==> src/rtl/cursor_controller.sv <==
`default_nettype none
// ============================================================================
// Module      : cursor_controller
// Description : Turns debounced direction, colour-cycle and width-cycle
//               buttons into a registered cursor position, colour index,
//               stroke width and step size for the canvas/pixel writer.
//               Position moves once per movement tick (every MOVE_DIV
//               cycles) and saturates at the screen edges. Colour and width
//               advance once per button press (rising edge).
// Options     : `define CURSOR_ACCEL_EN enables hold-to-accelerate motion.
//               Without it the step size is fixed at 1 pixel per tick.
// Ports       : clk_in        - system clock
//               rst_in        - asynchronous active-high reset
//               pos_con_in    - direction buttons [3] up [2] down [1] left
//                               [0] right
//               col_con_in    - colour-cycle button
//               sw_con_in     - stroke-width-cycle button
//               cursor_loc_x  - cursor x, 0..H_RES-1
//               cursor_loc_y  - cursor y, 0..V_RES-1
//               cursor_color  - colour index, 0..NUM_COLORS-1
//               stroke_width  - stroke width, 1..MAX_WIDTH
//               speed_out     - current step size in pixels per tick
// Revision    : 1.0 - initial release
// ============================================================================
module cursor_controller #(
    parameter int H_RES       = 640,
    parameter int V_RES       = 480,
    parameter int NUM_COLORS  = 16,
    parameter int MAX_WIDTH   = 7,
    parameter int MOVE_DIV    = 1_000_000,
    parameter int ACCEL_STEPS = 8,
    parameter int MAX_SPEED   = 8
) (
    input  logic                             clk_in,
    input  logic                             rst_in,
    input  logic [3:0]                       pos_con_in,
    input  logic                             col_con_in,
    input  logic                             sw_con_in,
    output logic [$clog2(H_RES)-1:0]         cursor_loc_x,
    output logic [$clog2(V_RES)-1:0]         cursor_loc_y,
    output logic [$clog2(NUM_COLORS)-1:0]    cursor_color,
    output logic [$clog2(MAX_WIDTH+1)-1:0]   stroke_width,
    output logic [$clog2(MAX_SPEED+1)-1:0]   speed_out
);

    // ------------------------------------------------------------------------
    // Widths and constants
    // ------------------------------------------------------------------------
    localparam int c_x_w     = $clog2(H_RES);
    localparam int c_y_w     = $clog2(V_RES);
    localparam int c_color_w = $clog2(NUM_COLORS);
    localparam int c_width_w = $clog2(MAX_WIDTH + 1);
    localparam int c_spd_w   = $clog2(MAX_SPEED + 1);
    // A one-cycle divider still needs a 1-bit counter that simply stays at 0.
    localparam int c_cnt_w   = (MOVE_DIV > 1) ? $clog2(MOVE_DIV) : 1;

    localparam logic [c_x_w-1:0]     c_x_rst      = c_x_w'(H_RES / 2);
    localparam logic [c_y_w-1:0]     c_y_rst      = c_y_w'(V_RES / 2);
    localparam logic [c_x_w:0]       c_x_max      = (c_x_w + 1)'(H_RES - 1);
    localparam logic [c_y_w:0]       c_y_max      = (c_y_w + 1)'(V_RES - 1);
    localparam logic [c_cnt_w-1:0]   c_cnt_last   = c_cnt_w'(MOVE_DIV - 1);
    localparam logic [c_color_w-1:0] c_color_last = c_color_w'(NUM_COLORS - 1);
    localparam logic [c_width_w-1:0] c_width_one  = c_width_w'(1);
    localparam logic [c_width_w-1:0] c_width_max  = c_width_w'(MAX_WIDTH);
    localparam logic [c_spd_w-1:0]   c_spd_one    = c_spd_w'(1);

    // ------------------------------------------------------------------------
    // Movement tick divider
    // ------------------------------------------------------------------------
    logic [c_cnt_w-1:0] r_tick_cnt;
    logic               w_tick;

    assign w_tick = (r_tick_cnt == c_cnt_last);

    always_ff @(posedge clk_in or posedge rst_in) begin
        if (rst_in) begin
            r_tick_cnt <= '0;
        end else if (w_tick) begin
            r_tick_cnt <= '0;
        end else begin
            r_tick_cnt <= r_tick_cnt + c_cnt_w'(1);
        end
    end

    // ------------------------------------------------------------------------
    // Step size (hold-to-accelerate or fixed)
    // ------------------------------------------------------------------------
    logic [c_spd_w-1:0] w_speed;

`ifdef CURSOR_ACCEL_EN
    localparam int c_hold_w = (ACCEL_STEPS > 1) ? $clog2(ACCEL_STEPS) : 1;
    localparam logic [c_hold_w-1:0] c_hold_last = c_hold_w'(ACCEL_STEPS - 1);
    localparam logic [c_spd_w:0]    c_spd_max   = (c_spd_w + 1)'(MAX_SPEED);

    logic [c_hold_w-1:0] r_hold;
    logic [c_spd_w-1:0]  r_speed;
    logic [c_spd_w:0]    w_speed_dbl;

    // One extra bit so the doubled speed can be compared before saturating.
    assign w_speed_dbl = {r_speed, 1'b0};

    always_ff @(posedge clk_in or posedge rst_in) begin
        if (rst_in) begin
            r_hold  <= '0;
            r_speed <= c_spd_one;
        end else if (pos_con_in == 4'b0000) begin
            // Any release, tick or not, drops straight back to slow motion.
            r_hold  <= '0;
            r_speed <= c_spd_one;
        end else if (w_tick) begin
            if (r_hold == c_hold_last) begin
                r_hold <= '0;
                if (w_speed_dbl > c_spd_max) begin
                    r_speed <= c_spd_max[c_spd_w-1:0];
                end else begin
                    r_speed <= w_speed_dbl[c_spd_w-1:0];
                end
            end else begin
                r_hold <= r_hold + c_hold_w'(1);
            end
        end
    end

    assign w_speed = r_speed;
`else
    // Acceleration tuning has no effect here; keep it referenced.
    logic w_unused_accel_cfg;
    assign w_unused_accel_cfg = (ACCEL_STEPS > 0);

    assign w_speed = c_spd_one;
`endif

    // ------------------------------------------------------------------------
    // Direction decode: opposing buttons cancel on each axis
    // ------------------------------------------------------------------------
    logic w_right, w_left, w_down, w_up;

    assign w_right = pos_con_in[0] & ~pos_con_in[1];
    assign w_left  = pos_con_in[1] & ~pos_con_in[0];
    assign w_down  = pos_con_in[2] & ~pos_con_in[3];
    assign w_up    = pos_con_in[3] & ~pos_con_in[2];

    // ------------------------------------------------------------------------
    // Saturating position arithmetic (one guard bit above the coordinate)
    // ------------------------------------------------------------------------
    logic [c_x_w-1:0] r_x;
    logic [c_y_w-1:0] r_y;

    logic [c_x_w:0]   w_x_ext, w_x_step, w_x_sum;
    logic [c_x_w-1:0] w_x_diff, w_x_next;
    logic [c_y_w:0]   w_y_ext, w_y_step, w_y_sum;
    logic [c_y_w-1:0] w_y_diff, w_y_next;

    assign w_x_ext  = {1'b0, r_x};
    assign w_x_step = (c_x_w + 1)'(w_speed);
    assign w_x_sum  = w_x_ext + w_x_step;
    assign w_x_diff = r_x - w_x_step[c_x_w-1:0];

    assign w_y_ext  = {1'b0, r_y};
    assign w_y_step = (c_y_w + 1)'(w_speed);
    assign w_y_sum  = w_y_ext + w_y_step;
    assign w_y_diff = r_y - w_y_step[c_y_w-1:0];

    always_comb begin
        w_x_next = r_x;
        if (w_right) begin
            if (w_x_sum > c_x_max) begin
                w_x_next = c_x_max[c_x_w-1:0];
            end else begin
                w_x_next = w_x_sum[c_x_w-1:0];
            end
        end else if (w_left) begin
            if (w_x_ext < w_x_step) begin
                w_x_next = '0;
            end else begin
                w_x_next = w_x_diff;
            end
        end
    end

    // Screen y grows downwards, so "up" subtracts.
    always_comb begin
        w_y_next = r_y;
        if (w_down) begin
            if (w_y_sum > c_y_max) begin
                w_y_next = c_y_max[c_y_w-1:0];
            end else begin
                w_y_next = w_y_sum[c_y_w-1:0];
            end
        end else if (w_up) begin
            if (w_y_ext < w_y_step) begin
                w_y_next = '0;
            end else begin
                w_y_next = w_y_diff;
            end
        end
    end

    always_ff @(posedge clk_in or posedge rst_in) begin
        if (rst_in) begin
            r_x <= c_x_rst;
            r_y <= c_y_rst;
        end else if (w_tick) begin
            r_x <= w_x_next;
            r_y <= w_y_next;
        end
    end

    // ------------------------------------------------------------------------
    // Colour and width cycling, one step per press
    // ------------------------------------------------------------------------
    logic                 r_col_prev, r_sw_prev;
    logic                 w_col_rise, w_sw_rise;
    logic [c_color_w-1:0] r_color;
    logic [c_width_w-1:0] r_width;

    // History clears on reset, so a button held through release counts once.
    assign w_col_rise = col_con_in & ~r_col_prev;
    assign w_sw_rise  = sw_con_in & ~r_sw_prev;

    always_ff @(posedge clk_in or posedge rst_in) begin
        if (rst_in) begin
            r_col_prev <= 1'b0;
            r_sw_prev  <= 1'b0;
            r_color    <= '0;
            r_width    <= c_width_one;
        end else begin
            r_col_prev <= col_con_in;
            r_sw_prev  <= sw_con_in;
            if (w_col_rise) begin
                if (r_color == c_color_last) begin
                    r_color <= '0;
                end else begin
                    r_color <= r_color + c_color_w'(1);
                end
            end
            // Width wraps MAX_WIDTH -> 1; zero is never produced.
            if (w_sw_rise) begin
                if (r_width == c_width_max) begin
                    r_width <= c_width_one;
                end else begin
                    r_width <= r_width + c_width_one;
                end
            end
        end
    end

    // ------------------------------------------------------------------------
    // Outputs
    // ------------------------------------------------------------------------
    assign cursor_loc_x = r_x;
    assign cursor_loc_y = r_y;
    assign cursor_color = r_color;
    assign stroke_width = r_width;
    assign speed_out    = w_speed;

endmodule

`default_nettype wire

==> config.mk <==
export PLATFORM = sky130hd
export DESIGN_NAME = cursor_controller
export DESIGN_NICKNAME = d
export VERILOG_FILES = /design/src/rtl/cursor_controller.sv
export SDC_FILE = /design/constraint.sdc
export NUM_CORES = 1
export LEC_CHECK = 0
export ABC_AREA = 1
export CORE_MARGIN = 5
export CORE_UTILIZATION = 62
export DETAILED_ROUTE_END_ITERATION = 6
export MAX_ROUTING_LAYER = met4
export PLACE_DENSITY = 0.94
export SETUP_SLACK_MARGIN = 0.02
export SLEW_MARGIN = 20
export SYNTH_ARGS = -nofsm -noshare
export SYNTH_HDL_FRONTEND = slang
export SYNTH_SLANG_ARGS = --single-unit
export TNS_END_PERCENT = 100
==> constraint.sdc <==
create_clock -name clk_in -period 4.8 [get_ports clk_in]
set_input_delay 0.96 -clock clk_in [delete_from_list [all_inputs] [get_ports clk_in]]
set_output_delay 0.96 -clock clk_in [all_outputs]
set_load 0.01 [all_outputs]
# Word-level counts from Yosys, hierarchy flattened
# Cells that the tools add are included.
# word_totals
mem_bits_ro	0
n_memories	0
elab_cells	48
latchBits	0
ff_bits	48
ramBits	0
in_bits	8
# op_classes
n_shift	0
div_mod_pow	0
n_lt_le_gt_ge	4
n_addsub	7
n_mul	0
n_eq_ne	3
mux	11
bitwise_logic	12
n_reduce_logical	4
# op_table
cell	n
two-way mux 10 bit	4
two-way mux 9 bit	4
adder 20 x 1 -> 20 bit, second input constant	1
equality test 20 bit, second input constant	1
two-way mux 20 bit	1
adder 10 x 1 -> 11 bit, second input constant	1
> comparator 11 x 10 -> 1 bit, second input constant	1
adder 9 x 1 -> 10 bit, second input constant	1
> comparator 10 x 9 -> 1 bit, second input constant	1
less-than comparator 10 x 1 -> 1 bit, second input constant	1
subtractor 10 x 1 -> 10 bit, second input constant	1
less-than comparator 9 x 1 -> 1 bit, second input constant	1
subtractor 9 x 1 -> 9 bit, second input constant	1
AND 1 bit	6
inverter 1 bit	6
adder 4 x 1 -> 4 bit, second input constant	1
equality test 4 bit, second input constant	1
two-way mux 4 bit	1
AND reduction 2 bit	2
nonzero test 2 bit	2
adder 3 x 1 -> 3 bit, second input constant	1
equality test 3 bit, second input constant	1
two-way mux 3 bit	1

# Longest topological paths before layout
# logic_depth
depth_word	4
ltp_mapped	13
ltp_nobuf	13

# Worst setup path after synthesis
# Ideal clock, no wire load.
# synth_path
path_type	input -> register
startpoint	input pos_con_in[1]
endpoint	register r_x[1] (netlist: cursor_loc_x[1])
required_ns	4.737
path_buffers	0
path_slack_ns	2.912
path_stages	9
arrival_ns	1.826
cell_sequence	inv_1 -> ha_1 -> nor2_4 -> inv_1 -> o21ai_0 -> inv_1 -> nand3_1 -> nand2_1 -> inv_1
# synth_via
elab_chain_len	4
# synth_lines
element	line_no	source
from (decl)	36	input logic [3:0] pos_con_in,
inverter 1 bit	138	assign w_right = pos_con_in[0] & ~pos_con_in[1];
AND 1 bit	138	
nonzero test 2 bit (no line)	-	
AND reduction 2 bit (no line)	-	
to (signal assigned)	201	r_x <= c_x_rst;
to (signal assigned)	204	r_x <= w_x_next;
to (decl)	146	logic [c_x_w-1:0] r_x;
# Parallel ways exist; a longest one is shown, timed or not.
# A chain may end at the register's enable or synchronous reset.

# Final worst setup path
# layout_path
startpoint	register r_y[5] (netlist: cursor_loc_y[5])
endpoint	output cursor_loc_y[5]
# layout_rtl
element	line_no	source
from (decl)	147	logic [c_y_w-1:0] r_y;
from (signal assigned)	202	r_y <= c_y_rst;
from (signal assigned)	205	r_y <= w_y_next;
to (decl)	40	output logic [$clog2(V_RES)-1:0] cursor_loc_y,
# No word-level cell between the ends.

==> flow_summary.yaml <==
placed_design:
  gp_congestion: 0.965
  hpwl_microns: 5820
  placed_cells: 590
  port_buffers: 33
clock_tree:
  root_buffer: "clkbuf_8"
  cts_hold_buf: 0
  cts_sinks: 48
  post_cts_buffers: 0
  cts_tree: "yes"
  htree_levels: 2
  clk_pin_slew_ps: 90
  cts_resized: 0
  cts_buffers: 5
  insertion_delay_ps: 310
  clockBufferDepth: 2
timing:
  report.final.hold_viol_count: 0
  setup_viol: 0
  slew_viol_final: 0
  fmax_mhz: 408
  fin_crit_ps: 2450
  tns_ps: 0
  worst_pin_slew_ps: 807
  period_share: 0.510
  rsz0062_at_grt: "no"
  fin_skew_ps: 4.96
  slew_headroom: 0.461
yosys:
  ys_top_cells_by_area: "dfrtp_1, nand2_1, inv_1"
  yosys.area.top_type: "dfrtp_1"
  yosys-top-cells-count: "nand2_1, inv_1, nor2_1"
  synth-adder-area-share: 0.0399
  synthMuxAreaShare: 0
  synth_cell_types: 40
  synthCells: 494
  synth.yosys.seq_area_share: 0.351
  synth_seq_cells: 48
  yosysMostFrequentCell: "nand2_1"
  ys.flop_type: "dfrtp_1"
  synth_area_sq_mm: 0.00345
  synth_top_area_frac: 0.298
  synthArstFlopShare: 1.00
  synth_edf_count: 0
  synth_simple_gate_area_share: 0.350
  synth_xor_area_frac: 0.0585
  postSynthAreaPerCell_sq_um: 6.98
  synth_top_family_by_area: "simple AND/OR/NAND/NOR gates"
  yosysWarnings: 0
  synth-compound-area-share: 0.0846
cells_and_area:
  stdcell_count: 598
  fin_nets: 544
  syn_to_final_growth_pct: 12.8
  drive_above_1_share: 0.0760
  antenna_cells: 0
worst_setup_path:
  crit_chain: "clkdlybuf4s50_1"
  critical-path-top-delay-family: "flip-flops"
  worstPathRequired_ps: 3840
  cpPeakStageDelay_ps: 620
  crit_slowest_cell: "dfstp_2"
  path_class: "register to primary output"
  r2r_setup_slack_ps: 2770
  path_depth: 1
  r2r-start: "cursor_loc_x[0]"
  crit_fanout: 8
  regToRegEndpoint: "cursor_loc_x[4]"
  end_kind: "primary output"
  r2r_cells: 11
  arrival_ps: 1490
  crit_buf_inv: 1
  crit_path_start_kind: "register"
drt:
  wire_per_inst_microns: 13.1
  vias: 3305
  totalWireLength_microns: 7840
  drtIter0Drc: 338
  drc: 0
  drtAntennaViolNets: 0
  first_pass_iters: 6
  via_per_inst: 5.53
flow_run:
  maxCapViolations: 0
grt:
  grt_pass1_vias: 3210
  antenna_found_initial: 0
  gr-total-overflow: 0
  grtUsageTotal: 0.238
  grt_pass1_wl_microns: 13900
  grt_max_degree: 49
die:
  die_h_microns: 84.6
  rows: 27
  initial_utilization: 0.634
  die_area_sq_mm: 0.00715
  io_pins: 38
  coreArea_sq_mm: 0.00544
  die_x_microns: 84.6
hold_path:
  min_to: "r_tick_cnt[0]"
  hold_path_depth: 1
  holdCritPathClass: "register to register"
  worstHoldStart: "r_tick_cnt[0]"
power_and_ir_drop:
  p_leak_uw: 0.00193
  ir_worst_vdd_v: 0.000243
  pwr_density_cell_mw_per_mm2: 254
outcome:
  outcome: "complete, no violations"
through the flow:
step / power (uW) / cell area [sq um] / utilization / hold WS [ps] / setup WS [ps]
floorplan: 625 / 3450 / - / 422 / 2710
global placement: 718 / 3790 / 0.696 / 438 / 2330
detailed placement: 732 / 3790 / 0.696 / 457 / 2240
CTS: 994 / 3880 / 0.714 / 470 / 2340
global route: 1040 / 3890 / 0.715 / 495 / 2300
finish: 988 / 3890 / 0.715 / 465 / 2350
layout by cell type (no fill, tap or decap), types with 2 or more instances in the layout:
cell / Yosys / routed
inv_1: 80 / 79
a21boi_1: 4 / 4
ha_1: 11 / 11
nor2_4: 2 / 2
xnor2_1: 4 / 4
clkdlybuf4s50_1: 0 / 33
nand2_1: 121 / 121
o21ai_2: 2 / 2
a31oi_1: 2 / 2
a21boi_2: 2 / 2
dfstp_2: 7 / 7
clkbuf_8: 0 / 6
nand3_2: 2 / 2
nand2_4: 2 / 2
or2_2: 3 / 3
nor2_1: 55 / 55
xor2_1: 19 / 19
dfrtp_1: 41 / 41
conb_1: 2 / 4
clkinvlp_4: 0 / 2
nand3_1: 44 / 44
o21ai_0: 20 / 20
a21oi_1: 16 / 16
nand4_1: 17 / 17
nor3_1: 10 / 10
nor2_2: 5 / 5
nor3_2: 2 / 2
power by group:
| group | total (uW) | switching, uW | internal (uW) |
|---|---|---|---|
| combinational | 248 | 133 | 115 |
| clock | 261 | 144 | 117 |
| sequential | 479 | 38.8 | 440 |
final cells by class:
class                   instances  area, sq um
multi-input cells             356         1850
inverters                      81          305
well taps                      72         90.1
fillers                       425         1550
flip-flops and latches         48         1210
clock inverters                 2         15.0
repair buffers                 33          330
clock buffers                   6         82.6
worst max path at each step:
stage / from / endpoint
finish: cursor_loc_y[5] / cursor_loc_y[5]
global route: cursor_loc_y[5] / cursor_loc_y[5]
CTS: cursor_loc_y[5] / cursor_loc_y[5]
detailed placement: pos_con_in[1] / cursor_loc_x[3]
global placement: pos_con_in[1] / cursor_loc_x[5]
floorplan: rst_in / cursor_color[0]
per-layer routing:
metal	part of all wire	global-route usage	routed length, microns
met4	0.027	0.101	208
met5	0	-	0
met3	0.067	0.0412	527
met2	0.47	0.380	3710
met1	0.43	0.298	3390
registers in the layout, summed over array words and instances, names as in the netlist:
signal,cells
cursor_loc_x,10
cursor_color,4
cursor_loc_y,9
r_sw_prev,1
stroke_width,3
r_tick_cnt,20
r_col_prev,1
worst register-to-register path: cells and delay by family, from the launching register on:
| kind | cells | cell delay, ps |
|---|---|---|
| AND/OR/NAND/NOR | 6 | 800 |
| flip-flops | 1 | 470 |
| buffers and inverters | 3 | 340 |
| adder cells (fa/ha/maj) | 1 | 250 |
| AO/OA/AOI/OAI | 1 | 100 |
kinds of logic (layout without fill, tap and decap cells):
family / after synthesis / count (layout)
buffers and inverters: 92 / 122
adder cells (fa/ha/maj): 11 / 11
other: 2 / 4
AND/OR/NAND/NOR: 268 / 268
flip-flops: 48 / 48
AO/OA/AOI/OAI: 50 / 50
XOR/XNOR: 23 / 23
No activity file was read; power rests on OpenSTA's default activity.
